File: config.mk
export PLATFORM = sky130hd
export DESIGN_NAME = pmod_joystick_conditioner_flat
export DESIGN_NICKNAME = d
export VERILOG_FILES = /design/src/rtl/pmod_joystick_conditioner_if.sv /design/src/rtl/pmod_joystick_conditioner.sv /design/src/flat_wrapper.sv
export SDC_FILE = /design/constraint.sdc
export NUM_CORES = 1
export LEC_CHECK = 0
export ABC_AREA = 1
export BUFFER_PORTS_ARGS = -buffer_cell sky130_fd_sc_hd__buf_2
export CORE_ASPECT_RATIO = 1.5
export CORE_MARGIN = 4
export CORE_UTILIZATION = 57
export CTS_BUF_LIST = sky130_fd_sc_hd__clkbuf_8
export DETAILED_ROUTE_END_ITERATION = 10
export PLACE_DENSITY = 0.78
export SYNTH_ARGS = -nofsm -noshare
export SYNTH_HDL_FRONTEND = slang
export SYNTH_SLANG_ARGS = --single-unit
File: constraint.sdc
create_clock -name clk -period 2.9 [get_ports clk]
set_input_delay 0.58 -clock clk [delete_from_list [all_inputs] [get_ports clk]]
set_output_delay 0.58 -clock clk [all_outputs]
set_load 0.01 [all_outputs]
File: src/rtl/pmod_joystick_conditioner_if.sv
// Joystick signal bundle between the Pmod pin side and the mainboard side.
// master = pin/stimulus driver, slave = conditioner.
interface pmod_joystick_conditioner_if;
  logic [4:0] ja_pin;
  logic [4:0] jb_pin;
  logic [1:0] autofire;
  logic [0:4] joy1;
  logic [0:4] joy2;
  logic       joy_changed;

  modport master (output ja_pin, output jb_pin, output autofire,
                  input  joy1,   input  joy2,   input  joy_changed);
  modport slave  (input  ja_pin, input  jb_pin, input  autofire,
                  output joy1,   output joy2,   output joy_changed);
endinterface

File: src/rtl/pmod_joystick_conditioner.sv
// Synchronise, debounce, invert and remap two Atari-style Pmod joysticks.
// Optional autofire on the fire line is enabled by `define MEGA99_JOY_AUTOFIRE_EN.
module pmod_joystick_conditioner #(
  parameter int PRESCALE       = 1000,
  parameter int DEBOUNCE_TICKS = 5,
  parameter int AUTOFIRE_TICKS = 40
) (
  input  logic                              clk,
  input  logic                              reset,
  pmod_joystick_conditioner_if.slave        bus
);

  logic [15:0] r_pre;
  logic        w_tick;
  logic [9:0]  w_raw;
  logic [9:0]  r_s1;
  logic [9:0]  r_s2;
  logic [9:0]  r_stable;
  logic [3:0]  r_cnt [10];
  logic [1:0]  w_fire_db;
  logic [1:0]  w_fire;
  logic [0:4]  w_joy1_next;
  logic [0:4]  w_joy2_next;

  assign w_tick = (r_pre == 16'(PRESCALE - 1));
  assign w_raw  = {bus.jb_pin, bus.ja_pin};

  always_ff @(posedge clk or posedge reset) begin
    if (reset) begin
      r_pre <= '0;
    end else if (w_tick) begin
      r_pre <= '0;
    end else begin
      r_pre <= r_pre + 16'd1;
    end
  end

  // Any sample matching the stable level clears the count, so bounce restarts it.
  always_ff @(posedge clk or posedge reset) begin
    if (reset) begin
      r_s1     <= '1;
      r_s2     <= '1;
      r_stable <= '1;
      for (int i = 0; i < 10; i++) r_cnt[i] <= '0;
    end else begin
      r_s1 <= w_raw;
      r_s2 <= r_s1;
      for (int i = 0; i < 10; i++) begin
        if (r_s2[i] == r_stable[i]) begin
          r_cnt[i] <= '0;
        end else if (w_tick) begin
          if (r_cnt[i] == 4'(DEBOUNCE_TICKS - 1)) begin
            r_stable[i] <= r_s2[i];
            r_cnt[i]    <= '0;
          end else begin
            r_cnt[i] <= r_cnt[i] + 4'd1;
          end
        end
      end
    end
  end

  assign w_fire_db = ~{r_stable[9], r_stable[4]};

`ifdef MEGA99_JOY_AUTOFIRE_EN
  logic [7:0] r_af_cnt [2];
  logic [1:0] r_af_phase;

  // Phase idles high so the first autofire half-period starts with fire asserted.
  always_ff @(posedge clk or posedge reset) begin
    if (reset) begin
      r_af_cnt[0] <= '0;
      r_af_cnt[1] <= '0;
      r_af_phase  <= '1;
    end else begin
      for (int n = 0; n < 2; n++) begin
        if (!(w_fire_db[n] && bus.autofire[n])) begin
          r_af_cnt[n]   <= '0;
          r_af_phase[n] <= 1'b1;
        end else if (w_tick) begin
          if (r_af_cnt[n] == 8'(AUTOFIRE_TICKS - 1)) begin
            r_af_cnt[n]   <= '0;
            r_af_phase[n] <= ~r_af_phase[n];
          end else begin
            r_af_cnt[n] <= r_af_cnt[n] + 8'd1;
          end
        end
      end
    end
  end

  assign w_fire = w_fire_db & (~bus.autofire | r_af_phase);
`else
  assign w_fire = w_fire_db;
`endif

  // Pin order {fire,right,left,down,up} -> mainboard order {fire,left,right,down,up}.
  assign w_joy1_next = {w_fire[0], ~r_stable[2], ~r_stable[3], ~r_stable[1], ~r_stable[0]};
  assign w_joy2_next = {w_fire[1], ~r_stable[7], ~r_stable[8], ~r_stable[6], ~r_stable[5]};

  always_ff @(posedge clk or posedge reset) begin
    if (reset) begin
      bus.joy1        <= '0;
      bus.joy2        <= '0;
      bus.joy_changed <= 1'b0;
    end else begin
      bus.joy1        <= w_joy1_next;
      bus.joy2        <= w_joy2_next;
      bus.joy_changed <= (w_joy1_next != bus.joy1) || (w_joy2_next != bus.joy2);
    end
  end

endmodule

File: src/flat_wrapper.sv
// flat-port wrapper written by rule: the top's interface ports become plain ports
module pmod_joystick_conditioner_flat 
#(
  parameter int PRESCALE       = 1000,
  parameter int DEBOUNCE_TICKS = 5,
  parameter int AUTOFIRE_TICKS = 40
)
  (clk, reset, bus_ja_pin, bus_jb_pin, bus_autofire, bus_joy1, bus_joy2, bus_joy_changed);
  pmod_joystick_conditioner_if bus_i ();
  input  logic clk;
  input  logic reset;
  input wire logic [$bits(bus_i.ja_pin)-1:0] bus_ja_pin;
  input wire logic [$bits(bus_i.jb_pin)-1:0] bus_jb_pin;
  input wire logic [$bits(bus_i.autofire)-1:0] bus_autofire;
  output wire logic [$bits(bus_i.joy1)-1:0] bus_joy1;
  output wire logic [$bits(bus_i.joy2)-1:0] bus_joy2;
  output wire logic [$bits(bus_i.joy_changed)-1:0] bus_joy_changed;
  assign bus_i.ja_pin = bus_ja_pin;
  assign bus_i.jb_pin = bus_jb_pin;
  assign bus_i.autofire = bus_autofire;
  assign bus_joy1 = bus_i.joy1;
  assign bus_joy2 = bus_i.joy2;
  assign bus_joy_changed = bus_i.joy_changed;
  pmod_joystick_conditioner #(.PRESCALE(PRESCALE), .DEBOUNCE_TICKS(DEBOUNCE_TICKS), .AUTOFIRE_TICKS(AUTOFIRE_TICKS)) u_core (.clk(clk), .reset(reset), .bus(bus_i));
endmodule
==> reports/metrics.yaml, run 1 <==
status:
  status: "completed"
clock_tree:
  post-cts-setup-buffer-count: 0
  clk_path_buf_depth: 2
  hold_buffers: 0
  cts_buffers: 9
  cts.sinks: 97
  clock-root-buffer: "clkbuf_8"
  cts_max_level: 3
  clk_latency_ns: 0.36
  cts_tree: "built"
  clkTransAtPathRegs_ns: 0.09
  cts_resized: 0
final_layout:
  fin_nets: 703
  area_growth_pct: 8.98
  final_common_cell: "nand2_1"
  fin_area_um2: 5540
  diodes: 0
  drive_gt1_frac: 0.125
  final_cell_mix: "nand2_1 (184), nand3_1 (105), inv_1 (82)"
  finalNonFillerCells: 783
routing:
  routed_via_density: 5.33
  ant_nets: 0
  wirelength_um: 9940
  drt_first_pass_iters: 5
  num_vias: 4171
  drc_errors: 0
  drt_iter0_markers: 247
  wl_per_cell_um: 12.7
grt:
  grt_pass1_vias: 4164
  grt_max_degree: 85
  antenna_found_initial: 0
  grt_overflow_total: 0
  grt_use_total: 0.205
  grt_pass1_wl_um: 17300
placement:
  dp_hpwl_um: 7050
  placed_cell_area_um2: 5300
  place_ws_ns: 0.947
  placed_cells: 767
  place_congestion: 0.887
  port_buffers: 22
flow_run:
  cap_violations: 0
sta:
  tightest_slew_ns: 0.716
  slew_violations: 0
  min_period_over_period: 0.695
  min_period_ns: 2.01
  slew-limit-headroom: 0.521
  fin_skew_ns: 0.00439
  final.setup.worst_slack_ns: 0.885
  fmax_mhz: 496
  setup_viol: 0
  finalHoldViolCount: 0
  rsz0062_at_grt: "no"
  finalHoldWorstSlack_ns: 0.179
  fin_setup_tns_ns: 0
yosys:
  synth_seq_area_share: 0.485
  ys_seq_elements: 97
  synth_area_leaders: "dfrtp_1 (33%), dfstp_2 (15%), nand2_1 (14%), nand3_1 (10%), inv_1 (6.1%)"
  synth_cells: 642
  synth.largest_area_cell: "dfrtp_1"
  yosys_warnings: 0
  synthDistinctLibCells: 21
  avgSynthCellArea_um2: 7.92
  syn-num-nets: 677
  yosysTopAreaCellShare: 0.330
  syn-cell-area_um2: 5090
pwr:
  pwr-share-seq: 0.551
  p_per_area_nw_per_um2: 462
  swShare: 0.215
  ir_drop_mv: 0.348
  power_leakage_nw: 2.97
  combinationalPowerShare: 0.039
  power.internal_w: 0.00201
  netSwitchingPower_w: 0.000551
  clkPwrFrac: 0.410
worst_setup_path:
  crit_fanout: 37
  start_kind: "flop"
  crit_slowest_cell: "dfrtp_1"
  arrival_ns: 2.32
  crit_required_ns: 3.21
  r2r_cells: 9
  crit_type: "flop to flop"
  cpPeakStageDelay_ns: 0.44
  endpoint_kind: "flop"
  reg2reg_slack_ns: 0.89
  path_cells: "nor2_1 -> nand2_1 -> nor2_1 -> buf_4 -> nand2_1 -> buf_12 -> nand2_1 -> nand2_1 -> nand2_1"
  r2r-start: "u_core.r_pre[13]$_DFF_PP0_"
  crit_top_cell: "nand2_1"
  timing.rr.end: "u_core.r_cnt[6]$_DFFE_PP0P_"
floorplan:
  initial_core_util: 0.580
  die_x_um: 85.1
  die_h_um: 124
  core_area_um2: 8780
  placementRows: 42
  ios: 25
  die_area_um2: 10500
min_path:
  hold_class: "input pin to asynchronous set/reset pin"
cells by family (layout without fill, tap and decap cells):
logic type | after synthesis | in the layout | synth area share
xor gates and xnor gates | 21 | 21 | 0.0362
and+or+nand+nor | 393 | 393 | 0.332
DFF | 97 | 97 | 0.485
AOI/OAI and AO/OA | 11 | 11 | 0.0121
adders and majority gates | 21 | 21 | 0.0517
buffers and inverters | 99 | 130 | 0.0831
critical path, delay by kind of cell, from the launching register on:
family        cells  cell delay, ns
simple gates      7            0.91
buf+inv           2            0.58
flops             1            0.44
sequential cells by signal, summed over array words and instances (netlist names):
| name | cells |
|---|---|
| u_core.r_stable | 10 |
| u_core.bus.joy_changed | 1 |
| u_core.bus.joy1 | 5 |
| u_core.bus.joy2 | 5 |
| u_core.r_pre | 16 |
| u_core.r_s2 | 10 |
| u_core.r_s1 | 10 |
| u_core.r_cnt | 40 |
through the flow:
stage,util,total power (W)
global route,0.632,0.00266
floorplan,-,0.00150
CTS,0.632,0.00259
global placement,0.604,0.00153
finish,0.632,0.00256
detailed placement,0.604,0.00154
layer usage:
metal	vias up	global-route usage	share of wire
li1	2073	-	-
met1	2007	0.219	0.41
met2	73	0.387	0.54
met3	18	0.0331	0.031
met4	0	0.0990	0.022
met5	-	0	0
power by group through the flow:
stage / sequential, W / clock (W) / combinational [W]
after floorplan: 0.00143 / 0 / 0.0000720
after global placement: 0.00143 / 0 / 0.0000976
after detailed placement: 0.00144 / 0 / 0.000102
after CTS: 0.00141 / 0.00108 / 0.000103
after global routing: 0.00141 / 0.00113 / 0.000119
final: 0.00141 / 0.00105 / 0.0000999
how the worst max path moves through the flow:
stage | startpoint | end | cells past startpoint
after global placement | u_core.r_pre[13]$_DFF_PP0_ | u_core.r_cnt[7]$_DFFE_PP0P_ | 9
final | u_core.r_pre[13]$_DFF_PP0_ | u_core.r_cnt[6]$_DFFE_PP0P_ | 9
after global routing | u_core.r_pre[8]$_DFF_PP0_ | u_core.r_cnt[6]$_DFFE_PP0P_ | 10
after detailed placement | u_core.r_pre[13]$_DFF_PP0_ | u_core.r_cnt[4]$_DFFE_PP0P_ | 9
after floorplan | reset | u_core.bus.joy1[0]$_DFF_PP0_ | 1
after CTS | u_core.r_pre[13]$_DFF_PP0_ | u_core.r_cnt[4]$_DFFE_PP0P_ | 9
area by class of cell:
cell class	count	area, um^2
Multi-Input combinational cell	446	2200
Timing Repair Buffer	26	165
Sequential cell	97	2460
Fill cell	746	3230
Clock inverter	6	105
Inverter	88	334
Tap cell	110	138
Clock buffer	10	138
cell usage after synthesis:
library cell and number:
nand4_1 20, inv_1 83, dfstp_2 30, xor2_1 21, a22o_1 1, nor2_1 73
buf_6 6, nor2_2 1, nand3_1 105, nor3_1 3, ha_1 21, nand2_2 3
o21ai_0 3, buf_2 5, and2_1 2, inv_2 5, a21oi_1 5, dfrtp_1 67
nand2_1 184, a31oi_1 2, nor2_4 2
Power figures use the tool's default switching activity.
==> run 2, diff against run 1 <==
CORE_UTILIZATION = 58   (was 57)
PLACE_DENSITY = 0.76   (was 0.78)
clock period = 2.05 ns   (was 2.9 ns; I/O delays follow)
==> reports/metrics.yaml, run 2 (synthesized netlist as in run 1, its figures left out) <==
status:
  status: "completed"
worst_setup_path:
  arrival_ns: 2.00
  crit_fanout: 16
  crit_slowest_cell: "dfrtp_1"
  crit_required_ns: 2.32
  path_cells: "ha_1 -> nand3_1 -> nor2_2 -> nand2_1 -> buf_4 -> nand2_1 -> nand2_1 -> nand2_1"
  critPathBufInv: 1
  endpoint_kind: "flop"
  crit_type: "flop to flop"
  reg2reg_slack_ns: 0.32
  start_kind: "flop"
  crit_top_cell: "nand2_1"
  cpPeakStageDelay_ns: 0.42
  timing.rr.end: "u_core.r_cnt[32]$_DFFE_PP0P_"
  r2r_cells: 8
  r2r-start: "u_core.r_pre[0]$_DFF_PP0_"
  crit_family: "simple AND/OR/NAND/NOR gates"
sta:
  fin_setup_tns_ns: 0
  min_period_over_period: 0.843
  fin_skew_ns: 0.00964
  slew_violations: 0
  tightest_slew_ns: 0.491
  slew-limit-headroom: 0.673
  rsz0062_at_grt: "no"
  fmax_mhz: 579
  finalHoldViolCount: 0
  setup_viol: 0
  min_period_ns: 1.73
routing:
  num_vias: 4143
  routed_via_density: 5.30
  drt_iter0_markers: 281
  ant_nets: 0
  wirelength_um: 9800
  wl_per_cell_um: 12.5
  drt_first_pass_iters: 5
  drc_errors: 0
clock_tree:
  post-cts-setup-buffer-count: 0
  clk_latency_ns: 0.37
  cts.sinks: 97
  cts_buffers: 9
  clk_path_buf_depth: 2
  hold_buffers: 0
  cts_tree: "built"
  cts_max_level: 3
  cts_resized: 0
  clock-root-buffer: "clkbuf_8"
  clkTransAtPathRegs_ns: 0.09
grt:
  grt_use_total: 0.205
  grt_overflow_total: 0
  grt_pass1_wl_um: 17000
  antenna_found_initial: 0
  grt_pass1_vias: 4134
  grt_max_degree: 98
min_path:
  min_from: "bus_jb_pin[1]"
  hold_path_depth: 1
  hold_end: "u_core.r_s1[6]$_DFF_PP1_"
  hold_class: "input pin to flop"
final_layout:
  fin_nets: 705
  largest_reg_flops: 40
  largest-register: "u_core.r_cnt"
  diodes: 0
  reg_top3: "u_core.r_cnt (40), u_core.r_pre (16)"
  multi_input_area_um2: 2200
  drive_gt1_frac: 0.121
  seq_area_um2: 2460
  final_common_cell: "nand2_1"
  area_growth_pct: 8.44
  fill_cells: 694
  finalNonFillerCells: 782
  final_cell_mix: "nand2_1 (184), nand3_1 (105), inv_1 (86)"
flow_run:
  cap_violations: 0
pwr:
  ir_drop_mv: 0.527
  p_per_area_nw_per_um2: 623
  power_leakage_nw: 2.97
  finalPower_w: 0.00344
floorplan:
  die_x_um: 84.5
  die_area_um2: 10400
  initial_core_util: 0.601
  ios: 25
  die_h_um: 123
  core_area_um2: 8460
  placementRows: 41
placement:
  port_buffers: 22
  place_congestion: 0.921
  placed_cells: 766
  dp_hpwl_um: 6850
[run 2: changes by cell type in the layout (fill, tap and decap cells not counted), sizes merged]
| cell | delta |
|---|---|
| inv | +4 |
| buf | +2 |
| clkinv | -2 |
| bufinv | -1 |
| clkbuf | -1 |
[run 2: per-stage QoR]
stage / util / worst slack, ns / hold slack [ns] / area, um^2
3_5_place_dp: 0.627 / 0.312 / 0.348 / 5310
6_report: 0.652 / 0.321 / 0.125 / 5520
3_3_place_gp: 0.627 / 0.364 / 0.346 / 5310
2_1_floorplan: - / 0.517 / 0.345 / 5090
5_1_grt: 0.652 / 0.200 / 0.0978 / 5520
4_1_cts: 0.652 / 0.312 / 0.115 / 5520
[run 2: area by class of cell]
cell class,count,area share
Timing Repair Buffer,28,0.0327
Clock buffer,9,0.0225
Tap cell,107,0.0243
Sequential cell,97,0.447
Multi-Input combinational cell,446,0.399
Clock inverter,7,0.0145
Inverter,88,0.0606
[run 2: routing by layer]
metal  vias to the layer above  global-route usage  wire length, um
li1                       2081                   -                -
met1                      1970               0.221             4010
met2                        74               0.376             5200
met3                        18              0.0484              380
met4                         0              0.0960              201
met5                         -                   0                0
[run 2: where the power goes]
group / switching [W] / total (W) / internal (W)
Combinational: 0.0000998 / 0.000142 / 0.0000418
Clock: 0.000632 / 0.00130 / 0.000668
Sequential: 0.0000330 / 0.00200 / 0.00196
Total: 0.000765 / 0.00344 / 0.00267
[run 2: how the worst max path moves through the flow]
stage | start | depth (start not counted) | to
6_report | u_core.r_pre[0]$_DFF_PP0_ | 8 | u_core.r_cnt[32]$_DFFE_PP0P_
5_1_grt | u_core.r_pre[0]$_DFF_PP0_ | 8 | u_core.r_cnt[32]$_DFFE_PP0P_
4_1_cts | u_core.r_pre[0]$_DFF_PP0_ | 8 | u_core.r_cnt[32]$_DFFE_PP0P_
3_5_place_dp | u_core.r_pre[0]$_DFF_PP0_ | 8 | u_core.r_cnt[32]$_DFFE_PP0P_
3_3_place_gp | u_core.r_pre[0]$_DFF_PP0_ | 8 | u_core.r_cnt[32]$_DFFE_PP0P_
2_1_floorplan | reset | 1 | u_core.bus.joy1[0]$_DFF_PP0_
